**config.mk**
```make
export PLATFORM = sky130hd
export DESIGN_NAME = noc_vc_merge
export DESIGN_NICKNAME = d
export VERILOG_FILES = /design/src/rtl/noc_vc_merge_pkg.sv /design/src/rtl/noc_flit_fifo.sv /design/src/rtl/noc_vc_merge.sv
export SDC_FILE = /design/constraint.sdc
export NUM_CORES = 1
export LEC_CHECK = 0
export ABC_AREA = 1
export CAP_MARGIN = 20
export CORE_ASPECT_RATIO = 0.8
export CORE_MARGIN = 2
export CORE_UTILIZATION = 25
export CTS_CLUSTER_DIAMETER = 60
export DETAILED_ROUTE_END_ITERATION = 8
export DONT_BUFFER_PORTS = 1
export GPL_TIMING_DRIVEN = 0
export PLACE_DENSITY_LB_ADDON = 0.05
export SYNTH_ARGS = -nofsm -noshare
export SYNTH_HDL_FRONTEND = slang
export SYNTH_HIERARCHICAL = 1
export SYNTH_SLANG_ARGS = --single-unit
```
**constraint.sdc**
```tcl
create_clock -name noc_clk -period 4.3 [get_ports noc_clk]
set_input_delay 0.645 -clock noc_clk [delete_from_list [all_inputs] [get_ports noc_clk]]
set_output_delay 0.645 -clock noc_clk [all_outputs]
set_load 0.1 [all_outputs]
```
**src/rtl/noc_vc_merge_pkg.sv**
```systemverilog
// Shared types and arbitration helper for the two-VC packet merge.
// Fallback values stand in for the Noc_parameters.v shared defines when that file is absent.
`ifndef Noc_Data_Width
`define Noc_Data_Width 32
`endif
`ifndef Noc_VC_Channel
`define Noc_VC_Channel 2
`endif
`ifndef NOC_VCM_IDLE
`define NOC_VCM_IDLE 1'b0
`endif
`ifndef NOC_VCM_SEND
`define NOC_VCM_SEND 1'b1
`endif

package noc_vc_merge_pkg;
  localparam int DATA_W = `Noc_Data_Width;
  localparam int NUM_VC = `Noc_VC_Channel;
  localparam int FLIT_W = DATA_W + 2;

  typedef struct packed {
    logic [DATA_W-1:0] flit;
    logic              is_header;
    logic              is_tail;
  } flit_t;

  typedef enum logic {
    VCM_IDLE = `NOC_VCM_IDLE,
    VCM_SEND = `NOC_VCM_SEND
  } vcm_state_e;

  typedef struct packed {
    logic any;
    logic vc;
  } grant_t;

  // When both VCs compete, the one not granted last time wins.
  function automatic grant_t rr_pick(input logic [1:0] elig, input logic last);
    grant_t g;
    g.any = |elig;
    if (&elig) g.vc = ~last;
    else       g.vc = elig[1];
    return g;
  endfunction
endpackage

```
**src/rtl/noc_flit_fifo.sv**
```systemverilog
// Synchronous FIFO with extra-MSB pointers; exposes the head entry and the one behind it.
module noc_flit_fifo #(
  parameter int WIDTH = 34,
  parameter int DEPTH = 4
) (
  input  logic             clk,
  input  logic             rst_n,
  input  logic             push,
  input  logic [WIDTH-1:0] wdata,
  output logic             full,
  input  logic             pop,
  output logic [WIDTH-1:0] head,
  output logic [WIDTH-1:0] next,
  output logic             has_next,
  output logic             empty
);
  localparam int AW = $clog2(DEPTH);
  localparam logic [AW:0] PTR_ONE = (AW+1)'(1);

  logic [WIDTH-1:0] mem [DEPTH];
  logic [AW:0]      wr_ptr_reg, rd_ptr_reg;
  logic [AW:0]      count, rd_ptr_inc;
  logic             push_ok, pop_ok;

  assign push_ok    = push && !full;
  assign pop_ok     = pop && !empty;
  assign rd_ptr_inc = rd_ptr_reg + PTR_ONE;
  assign count      = wr_ptr_reg - rd_ptr_reg;

  assign empty    = (wr_ptr_reg == rd_ptr_reg);
  assign full     = (wr_ptr_reg[AW] != rd_ptr_reg[AW]) &&
                    (wr_ptr_reg[AW-1:0] == rd_ptr_reg[AW-1:0]);
  assign has_next = |count[AW:1];
  assign head     = mem[rd_ptr_reg[AW-1:0]];
  assign next     = mem[rd_ptr_inc[AW-1:0]];

  always_ff @(posedge clk) begin
    if (push_ok) mem[wr_ptr_reg[AW-1:0]] <= wdata;
  end

  always_ff @(posedge clk or negedge rst_n) begin
    if (!rst_n) begin
      wr_ptr_reg <= '0;
      rd_ptr_reg <= '0;
    end else begin
      if (push_ok) wr_ptr_reg <= wr_ptr_reg + PTR_ONE;
      if (pop_ok)  rd_ptr_reg <= rd_ptr_reg + PTR_ONE;
    end
  end
endmodule

```
**src/rtl/noc_vc_merge.sv**
```systemverilog
// Packet-atomic round-robin merge of two VC flit streams onto one link.
// Define NOC_VC_MERGE_OUTREG_EN to register the sender outputs through a 2-entry skid buffer.
module noc_vc_merge
  import noc_vc_merge_pkg::*;
#(
  parameter int FIFO_DEPTH = 4
) (
  input  logic              noc_clk,
  input  logic              noc_rst_n,
  input  logic              Noc_channel0_receive_valid,
  output logic              Noc_channel0_receive_ready,
  input  logic [DATA_W-1:0] Noc_channel0_receive_flit,
  input  logic              Noc_channel0_receive_is_header,
  input  logic              Noc_channel0_receive_is_tail,
  output logic              Noc_channel0_receive_VCready,
  input  logic              Noc_channel1_receive_valid,
  output logic              Noc_channel1_receive_ready,
  input  logic [DATA_W-1:0] Noc_channel1_receive_flit,
  input  logic              Noc_channel1_receive_is_header,
  input  logic              Noc_channel1_receive_is_tail,
  output logic              Noc_channel1_receive_VCready,
  output logic              Noc_sender_valid,
  input  logic              Noc_sender_ready,
  output logic [DATA_W-1:0] Noc_sender_flit,
  output logic              Noc_sender_is_header,
  output logic              Noc_sender_is_tail,
  output logic              Noc_sender_vc_id
);
  flit_t             wr_flit [NUM_VC];
  flit_t             head    [NUM_VC];
  flit_t             next    [NUM_VC];
  logic [NUM_VC-1:0] in_valid, push, pop, full, empty, has_next;
  logic [NUM_VC-1:0] elig, elig_after, vc_ready;

  vcm_state_e state_reg;
  logic       lock_vc_reg, rr_last_reg;
  logic       lock_valid, take, pop_lock, tail_pop;
  flit_t      lock_head;
  grant_t     grant_idle, grant_tail;

  assign in_valid   = {Noc_channel1_receive_valid, Noc_channel0_receive_valid};
  assign wr_flit[0] = {Noc_channel0_receive_flit, Noc_channel0_receive_is_header,
                       Noc_channel0_receive_is_tail};
  assign wr_flit[1] = {Noc_channel1_receive_flit, Noc_channel1_receive_is_header,
                       Noc_channel1_receive_is_tail};

  genvar gi;
  generate
    for (gi = 0; gi < NUM_VC; gi++) begin : g_vc
      noc_flit_fifo #(
        .WIDTH (FLIT_W),
        .DEPTH (FIFO_DEPTH)
      ) u_fifo (
        .clk      (noc_clk),
        .rst_n    (noc_rst_n),
        .push     (push[gi]),
        .wdata    (wr_flit[gi]),
        .full     (full[gi]),
        .pop      (pop[gi]),
        .head     (head[gi]),
        .next     (next[gi]),
        .has_next (has_next[gi]),
        .empty    (empty[gi])
      );

      assign push[gi] = in_valid[gi] && !full[gi];
      assign pop[gi]  = pop_lock && (lock_vc_reg == 1'(gi));
      assign elig[gi] = !empty[gi] && head[gi].is_header;
      // On a tail pop the locked VC is judged by the entry behind the departing tail.
      assign elig_after[gi] = (lock_vc_reg == 1'(gi)) ? (has_next[gi] && next[gi].is_header)
                                                      : elig[gi];
      assign vc_ready[gi] = empty[gi] && !((state_reg == VCM_SEND) && (lock_vc_reg == 1'(gi)));
    end
  endgenerate

  assign Noc_channel0_receive_ready   = !full[0];
  assign Noc_channel1_receive_ready   = !full[1];
  assign Noc_channel0_receive_VCready = vc_ready[0];
  assign Noc_channel1_receive_VCready = vc_ready[1];

  assign lock_head  = head[lock_vc_reg];
  assign lock_valid = (state_reg == VCM_SEND) && !empty[lock_vc_reg];
  assign pop_lock   = lock_valid && take;
  assign tail_pop   = pop_lock && lock_head.is_tail;
  assign grant_idle = rr_pick(elig, rr_last_reg);
  assign grant_tail = rr_pick(elig_after, rr_last_reg);

  always_ff @(posedge noc_clk or negedge noc_rst_n) begin
    if (!noc_rst_n) begin
      state_reg   <= VCM_IDLE;
      lock_vc_reg <= 1'b0;
      rr_last_reg <= 1'b1;
    end else begin
      case (state_reg)
        VCM_IDLE: begin
          if (grant_idle.any) begin
            lock_vc_reg <= grant_idle.vc;
            rr_last_reg <= grant_idle.vc;
            state_reg   <= VCM_SEND;
          end
        end
        VCM_SEND: begin
          if (tail_pop) begin
            if (grant_tail.any) begin
              lock_vc_reg <= grant_tail.vc;
              rr_last_reg <= grant_tail.vc;
            end else begin
              state_reg <= VCM_IDLE;
            end
          end
        end
      endcase
    end
  end

`ifdef NOC_VC_MERGE_OUTREG_EN
  flit_t out_reg, buf_reg;
  logic  out_valid_reg, out_vc_reg, buf_valid_reg, buf_vc_reg;

  // The locked FIFO may only drain while the spare slot is free.
  assign take = !buf_valid_reg;

  always_ff @(posedge noc_clk or negedge noc_rst_n) begin
    if (!noc_rst_n) begin
      out_reg       <= '0;
      out_vc_reg    <= 1'b0;
      out_valid_reg <= 1'b0;
      buf_reg       <= '0;
      buf_vc_reg    <= 1'b0;
      buf_valid_reg <= 1'b0;
    end else if (!out_valid_reg || Noc_sender_ready) begin
      if (buf_valid_reg) begin
        out_reg       <= buf_reg;
        out_vc_reg    <= buf_vc_reg;
        out_valid_reg <= 1'b1;
        buf_reg       <= '0;
        buf_vc_reg    <= 1'b0;
        buf_valid_reg <= 1'b0;
      end else if (pop_lock) begin
        out_reg       <= lock_head;
        out_vc_reg    <= lock_vc_reg;
        out_valid_reg <= 1'b1;
      end else begin
        out_reg       <= '0;
        out_vc_reg    <= 1'b0;
        out_valid_reg <= 1'b0;
      end
    end else if (pop_lock) begin
      buf_reg       <= lock_head;
      buf_vc_reg    <= lock_vc_reg;
      buf_valid_reg <= 1'b1;
    end
  end

  assign Noc_sender_valid     = out_valid_reg;
  assign Noc_sender_flit      = out_reg.flit;
  assign Noc_sender_is_header = out_reg.is_header;
  assign Noc_sender_is_tail   = out_reg.is_tail;
  assign Noc_sender_vc_id     = out_vc_reg;
`else
  assign take                 = Noc_sender_ready;
  assign Noc_sender_valid     = lock_valid;
  assign Noc_sender_flit      = lock_valid ? lock_head.flit : '0;
  assign Noc_sender_is_header = lock_valid && lock_head.is_header;
  assign Noc_sender_is_tail   = lock_valid && lock_head.is_tail;
  assign Noc_sender_vc_id     = lock_valid && lock_vc_reg;
`endif
endmodule

```
==> reports/results.txt, run 1 <==
Outcome: complete, no violations
Slowest cell on the critical path: nor2_4
Yosys warns: 6
CP Capture Type: output port
Slowest stage delay, CP: 0.55 ns
# H-tree levels: 2
Overall global routing resource usage: 15.0%
Critical Path Start: g_vc[1].u_fifo/rd_ptr_reg[1]
Clock Skew: 0.0102 ns
Metal2 WL: 15900 um
I/O pins: 113
DRT met1 WL: 18600 um
DR vias: 7649
Hold Path Class: input port to flip-flop
CP required: 3.65 ns
Post-Place Cell Area: 14100 sq um
Part of the cycle the worst path needs: 93.8%
Max Fanout on Critical Path: 11
Worst-path cell chain: inv_4 > buf_4 > ha_1 > nand2_1 > inv_1 > nand3_2 > inv_1 > inv_1 > nand3_2 > nand2_8 > inv_4 > buf_6 > nor2_4
GPL Wtd Cong: 0.733
Die area: 49900 sq um
Final Max Tran Viols: 0
WS Path Type: flip-flop to output port
Tmin final: 4.03 ns
First-pass GRT wire length: 54900 um
1st-pass router iterations: 7
Ant diodes: 0
Reg area: 8550 sq um
Hold wc startpoint: Noc_channel1_receive_flit[30]
CTS Buffer Depth: 3
Antenna Nets Post-Route: 0
Rows: 71
Clock Root Buffer: clkbuf_16
Initial antenna violation count: 1
Post-route cell area: 15400 sq um
Vias/cell: 4.46
Fin worst setup slack: 0.268 ns
Clock tree from TritonCTS: yes
Fin. Hold Viols: 0
Finish-stage setup viols: 0
Buffers on Ports: 0
Clk_lat worst skew: 0.52 ns
FMAX: 248 MHz
Area delta synth->final: 27.7%
Max reg flops: 272
DR iter-0 viols: 415
CP most frequent cell: inv_1
CP Buf/Inv Count: 7
Vias in the first global route: 7727
Die X: 249 um
Layout cells sized above 1: 19.2%
Routed WL: 37400 um
Post-layout nets: 1157
Net count of the mapped netlist: 1074
Flop2flop setup slack: 1.04 ns
Met3 WL: 2380 um
Critical R2R Launch: g_vc[1].u_fifo/rd_ptr_reg[1]
FILL cells: 4739
Cells after Synth: 985
Setup WS pre-CTS: -0.408 ns
Clock-pin slew on the worst setup and hold paths: 0.06 ns
RSZ-0062 raised after global routing: false
Worst slew pin tran: 1.10 ns
CP arrival: 3.39 ns
Post-Syn Area: 12000 sq um
WL/cell: 21.8 um
# DRC: 0
Max layer used: met4
CP top delay family: simple AND/OR/NAND/NOR gates
Max_cap viols: 0
Kind of start point of the critical path: flip-flop
Syn_area_per_cell: 12.2 sq um
Area occupied by multi-input gates: 3080 sq um
Hpwl dp: 26000 um
Gr ovfl total: 0
Starting Density: 25.5%
Die Ht: 200 um
Core box area: 47300 sq um
Num CTS Buffers: 37
Largest net degree at the start of global routing: 27
Clk sinks: 287
Slew headroom: 26.5%
[cell type report]
type,count,area share (%)
flip-flops and latches,287,55.6
multi-input cells,581,20.1
repair buffers,45,7.36
clock buffers,44,6.20
well taps,620,5.05
plain buffers,66,3.11
clock inverters,21,1.32
inverters,50,1.30
[routing by layer]
| metal | vias to the layer above | track usage (%) |
|---|---|---|
| met4 | 0 | 3.44 |
| met5 | - | 0 |
| li1 | 3693 | - |
| met1 | 3762 | 22.1 |
| met3 | 42 | 4.31 |
| met2 | 152 | 21.7 |
[worst register-to-register path, cell delays in order, from the launching register on]
cell     delay, ns
dfrtp_2       0.50
inv_4         0.17
buf_4         0.24
ha_1          0.26
nand2_1       0.07
inv_1         0.07
nand3_1       0.18
inv_1         0.08
nor2_1        0.23
nand2_1       0.26
nor2_4        0.62
buf_16        0.25
[metrics by stage]
stage / hold WS [ns] / TNS, ns / util [%] / instances
floorplan: 0.349 / -0.756 / - / 985
global placement: 0.350 / -332.81 / 27.1 / 1605
detailed placement: 0.350 / -0.841 / 29.8 / 1648
CTS: 0.188 / -0.134 / 32.5 / 1714
global route: 0.182 / 0 / 32.5 / 1714
finish: 0.218 / 0 / 32.5 / 1714
[cells in the final DEF, fill, tap and decap left out, drive strengths merged]
| master | count |
|---|---|
| inv | 55 |
| a21oi | 34 |
| dfrtp | 14 |
| xor2 | 2 |
| clkbuf | 65 |
| dfstp | 1 |
| clkinv | 13 |
| buf | 89 |
| edfxtp | 272 |
| o22ai | 70 |
| bufinv | 3 |
| nand2 | 132 |
| dlygate4sd3 | 1 |
| ha | 14 |
| nand4 | 1 |
| fa | 2 |
| or2 | 2 |
| nand3 | 28 |
| o21ai | 141 |
| nor2 | 155 |
[path summary, 6_finish.rpt]
path	endpoint	cells after the start
hold / removal	g_vc[1].u_fifo/mem[3][32]	0
min in group asynchronous	g_vc[1].u_fifo/wr_ptr_reg[1]	1
max in group asynchronous	g_vc[0].u_fifo/rd_ptr_reg[1]	1
setup / recovery	Noc_sender_is_tail	13
hold reg to reg	rr_last_reg	2
setup reg to reg	g_vc[1].u_fifo/mem[2][16]	11
[repair_timing]
item	4_1_cts	5_1_grt
setup endpoints to repair	34	30
pin swaps	0	2
hold endpoints to repair	15	0
hold buffers	1	0
setup buffers	0	1
resized for setup	14	8
Power of run 1 is not shown: default switching activity piles up to over one toggle a cycle in this logic, so the estimate is an artifact.
==> run 2: changes to the inputs <==
--- a/config.mk
+++ b/config.mk
@@ -6,16 +6,17 @@
 export NUM_CORES = 1
 export LEC_CHECK = 0
 export ABC_AREA = 1
+export ABC_CLOCK_PERIOD_IN_PS = 4300
 export CAP_MARGIN = 20
 export CORE_ASPECT_RATIO = 0.8
 export CORE_MARGIN = 2
 export CORE_UTILIZATION = 25
 export CTS_CLUSTER_DIAMETER = 60
+export CTS_CLUSTER_SIZE = 30
 export DETAILED_ROUTE_END_ITERATION = 8
 export DONT_BUFFER_PORTS = 1
 export GPL_TIMING_DRIVEN = 0
 export PLACE_DENSITY_LB_ADDON = 0.05
 export SYNTH_ARGS = -nofsm -noshare
 export SYNTH_HDL_FRONTEND = slang
-export SYNTH_HIERARCHICAL = 1
 export SYNTH_SLANG_ARGS = --single-unit
==> run 2 against run 1 <==
  * Flip-flop and latch count unchanged
  * Via count down 6.2%
  * Clock skew up 0.016 ns
  * Critical path type unchanged
  * Wire length down 3.7%
==> reports/results.txt, run 2 <==
FFs w/ async S/R, synth: 5.23%
WL/cell: 22.2 um
Slew headroom: 26.7%
Most frequent cells in the layout: 272 x edfxtp_1, 183 x nand2_1, 71 x nor2_1, 66 x o21ai_0, 34 x a21oi_1
WS Path Type: flip-flop to output port
CP most frequent cell: buf_6
Die Ht: 199 um
Clock tree from TritonCTS: yes
Vias in the first global route: 7518
I/O pins: 113
CP required: 3.65 ns
Net count of the mapped netlist: 995
Kind of start point of the critical path: flip-flop
CP Capture Type: output port
# H-tree levels: 1
Ant diodes: 0
CTS resizes: 0
Clk sinks: 287
Sequential fraction of the synthesis area: 71.9%
Antenna Nets Post-Route: 0
Tmin final: 4.03 ns
Worst-path cell chain: buf_6 > inv_1 > buf_4 > ha_1 > nand3_2 > nand2_1 > nand2_2 > buf_6 > buf_6 > nand2_1 > a21oi_2 > buf_16
Buffers on Ports: 0
FMAX: 248 MHz
CP arrival: 3.39 ns
Cell taking the most area after synthesis: edfxtp_1
Cells after Synth: 906
Routed WL: 36100 um
Post-Place Cell Area: 13900 sq um
Die area: 49300 sq um
Layout cells sized above 1: 19.0%
Final core occ: 31.6%
Part of the cycle the worst path needs: 93.7%
Initial antenna violation count: 1
Post-route cell area: 14900 sq um
Largest net degree at the start of global routing: 26
#FFs+latches synth: 287
Die X: 248 um
DR iter-0 viols: 481
Cell Count, Final, Fillers Out: 1621
Overall global routing resource usage: 14.8%
Fin. Hold Viols: 0
Synth Flop Type: edfxtp_1
RSZ-0062 raised after global routing: false
Clock Skew: 0.0260 ns
Max Fanout on Critical Path: 10
Top post-synthesis cells by count: 272 x edfxtp_1, 183 x nand2_1, 81 x nor2_1
Num CTS Buffers: 28
Worst slew pin tran: 1.10 ns
Dpl cells: 1570
Syn_area_per_cell: 13.1 sq um
Yosys warns: 0
Clock Root Buffer: clkbuf_16
Post-layout nets: 1069
Starting Density: 25.3%
Hpwl dp: 24100 um
Rows: 71
GPL Wtd Cong: 0.699
Number of setup buffers added after CTS: 0
Outcome: complete, no violations
Slowest stage delay, CP: 0.43 ns
DR vias: 7177
Max reg flops: 272
Clk_lat worst skew: 0.57 ns
Commonest non-fill, non-tap cell in the layout: edfxtp_1
Core box area: 47000 sq um
CP Buf/Inv Count: 6
Area delta synth->final: 25.1%
Max_cap viols: 0
1st-pass router iterations: 4
EDFF count, synth: 272
CTS Buffer Depth: 3
CP top delay family: buffers and inverters
Post-synth top area share: 68.8%
Vias/cell: 4.43
Final Max Tran Viols: 0
Gr ovfl total: 0
Synth cell types: 30
Dominant cells by area after synthesis: edfxtp_1 69%, nand2_1 5.8%, dfrtp_1 2.9%
Clock-pin slew on the worst setup and hold paths: 0.08 ns
First-pass GRT wire length: 52600 um
Hold Path Class: input port to flip-flop
# DRC: 0
Post-Syn Area: 11900 sq um
Finish-stage setup viols: 0
Slowest cell on the critical path: dfrtp_1
Count leader, synth: edfxtp_1
## run 2: cells by family after synthesis
family / share of synthesized area [%]
AO/OA/AOI/OAI: 11.2
XOR/XNOR: 0.590
adder cells (fa/ha/maj): 1.81
buffers and inverters: 4.05
flip-flops: 71.9
AND/OR/NAND/NOR: 10.4
## run 2: worst paths after layout
| check | to | slack, ns | startpoint | depth (start not counted) |
|---|---|---|---|---|
| min reg2reg | rr_last_reg | 0.48 | rr_last_reg | 2 |
| min in group asynchronous | g_vc[1].u_fifo.wr_ptr_reg[2] | 0.62 | noc_rst_n | 1 |
| max | Noc_sender_flit[25] | 0.27 | g_vc[1].u_fifo.rd_ptr_reg[1] | 12 |
| max reg2reg | g_vc[1].u_fifo.mem[3][33] | 1.24 | g_vc[1].u_fifo.rd_ptr_reg[1] | 8 |
| min | g_vc[0].u_fifo.mem[2][15] | 0.16 | Noc_channel0_receive_flit[13] | 0 |
| max in group asynchronous | g_vc[0].u_fifo.rd_ptr_reg[1] | 3.18 | noc_rst_n | 1 |
## run 2: metrics by stage
stage / TNS (ns) / worst slack [ns] / hold WS (ns)
global placement: -564.54 / -2.51 / 0.350
CTS: 0 / 0.173 / 0.120
finish: 0 / 0.269 / 0.162
global route: 0 / 0.0936 / 0.119
detailed placement: 0 / 0.363 / 0.350
floorplan: -0.659 / -0.00646 / 0.349
## run 2: layer usage
layer	vias up	part of all wire, %	track usage, %
met5	-	0	0
met4	0	1.8	2.91
met3	37	5.7	3.85
met2	129	45	23.1
met1	3546	47	20.7
li1	3465	-	-
## run 2: layout make-up
class,instances,area [sq um]
flip-flops and latches,287,8540
clock buffers,30,729
well taps,620,776
inverters,35,135
plain buffers,55,342
multi-input cells,528,3000
repair buffers,45,1070
fillers,4663,32100
clock inverters,21,262
## run 2: what timing repair did
| action | 4_1_cts | 5_1_grt |
|---|---|---|
| hold buffers | 1 | 0 |
| setup endpoints to repair | 29 | 0 |
| hold endpoints to repair | 15 | 0 |
Power of run 2 is left out for the same reason.
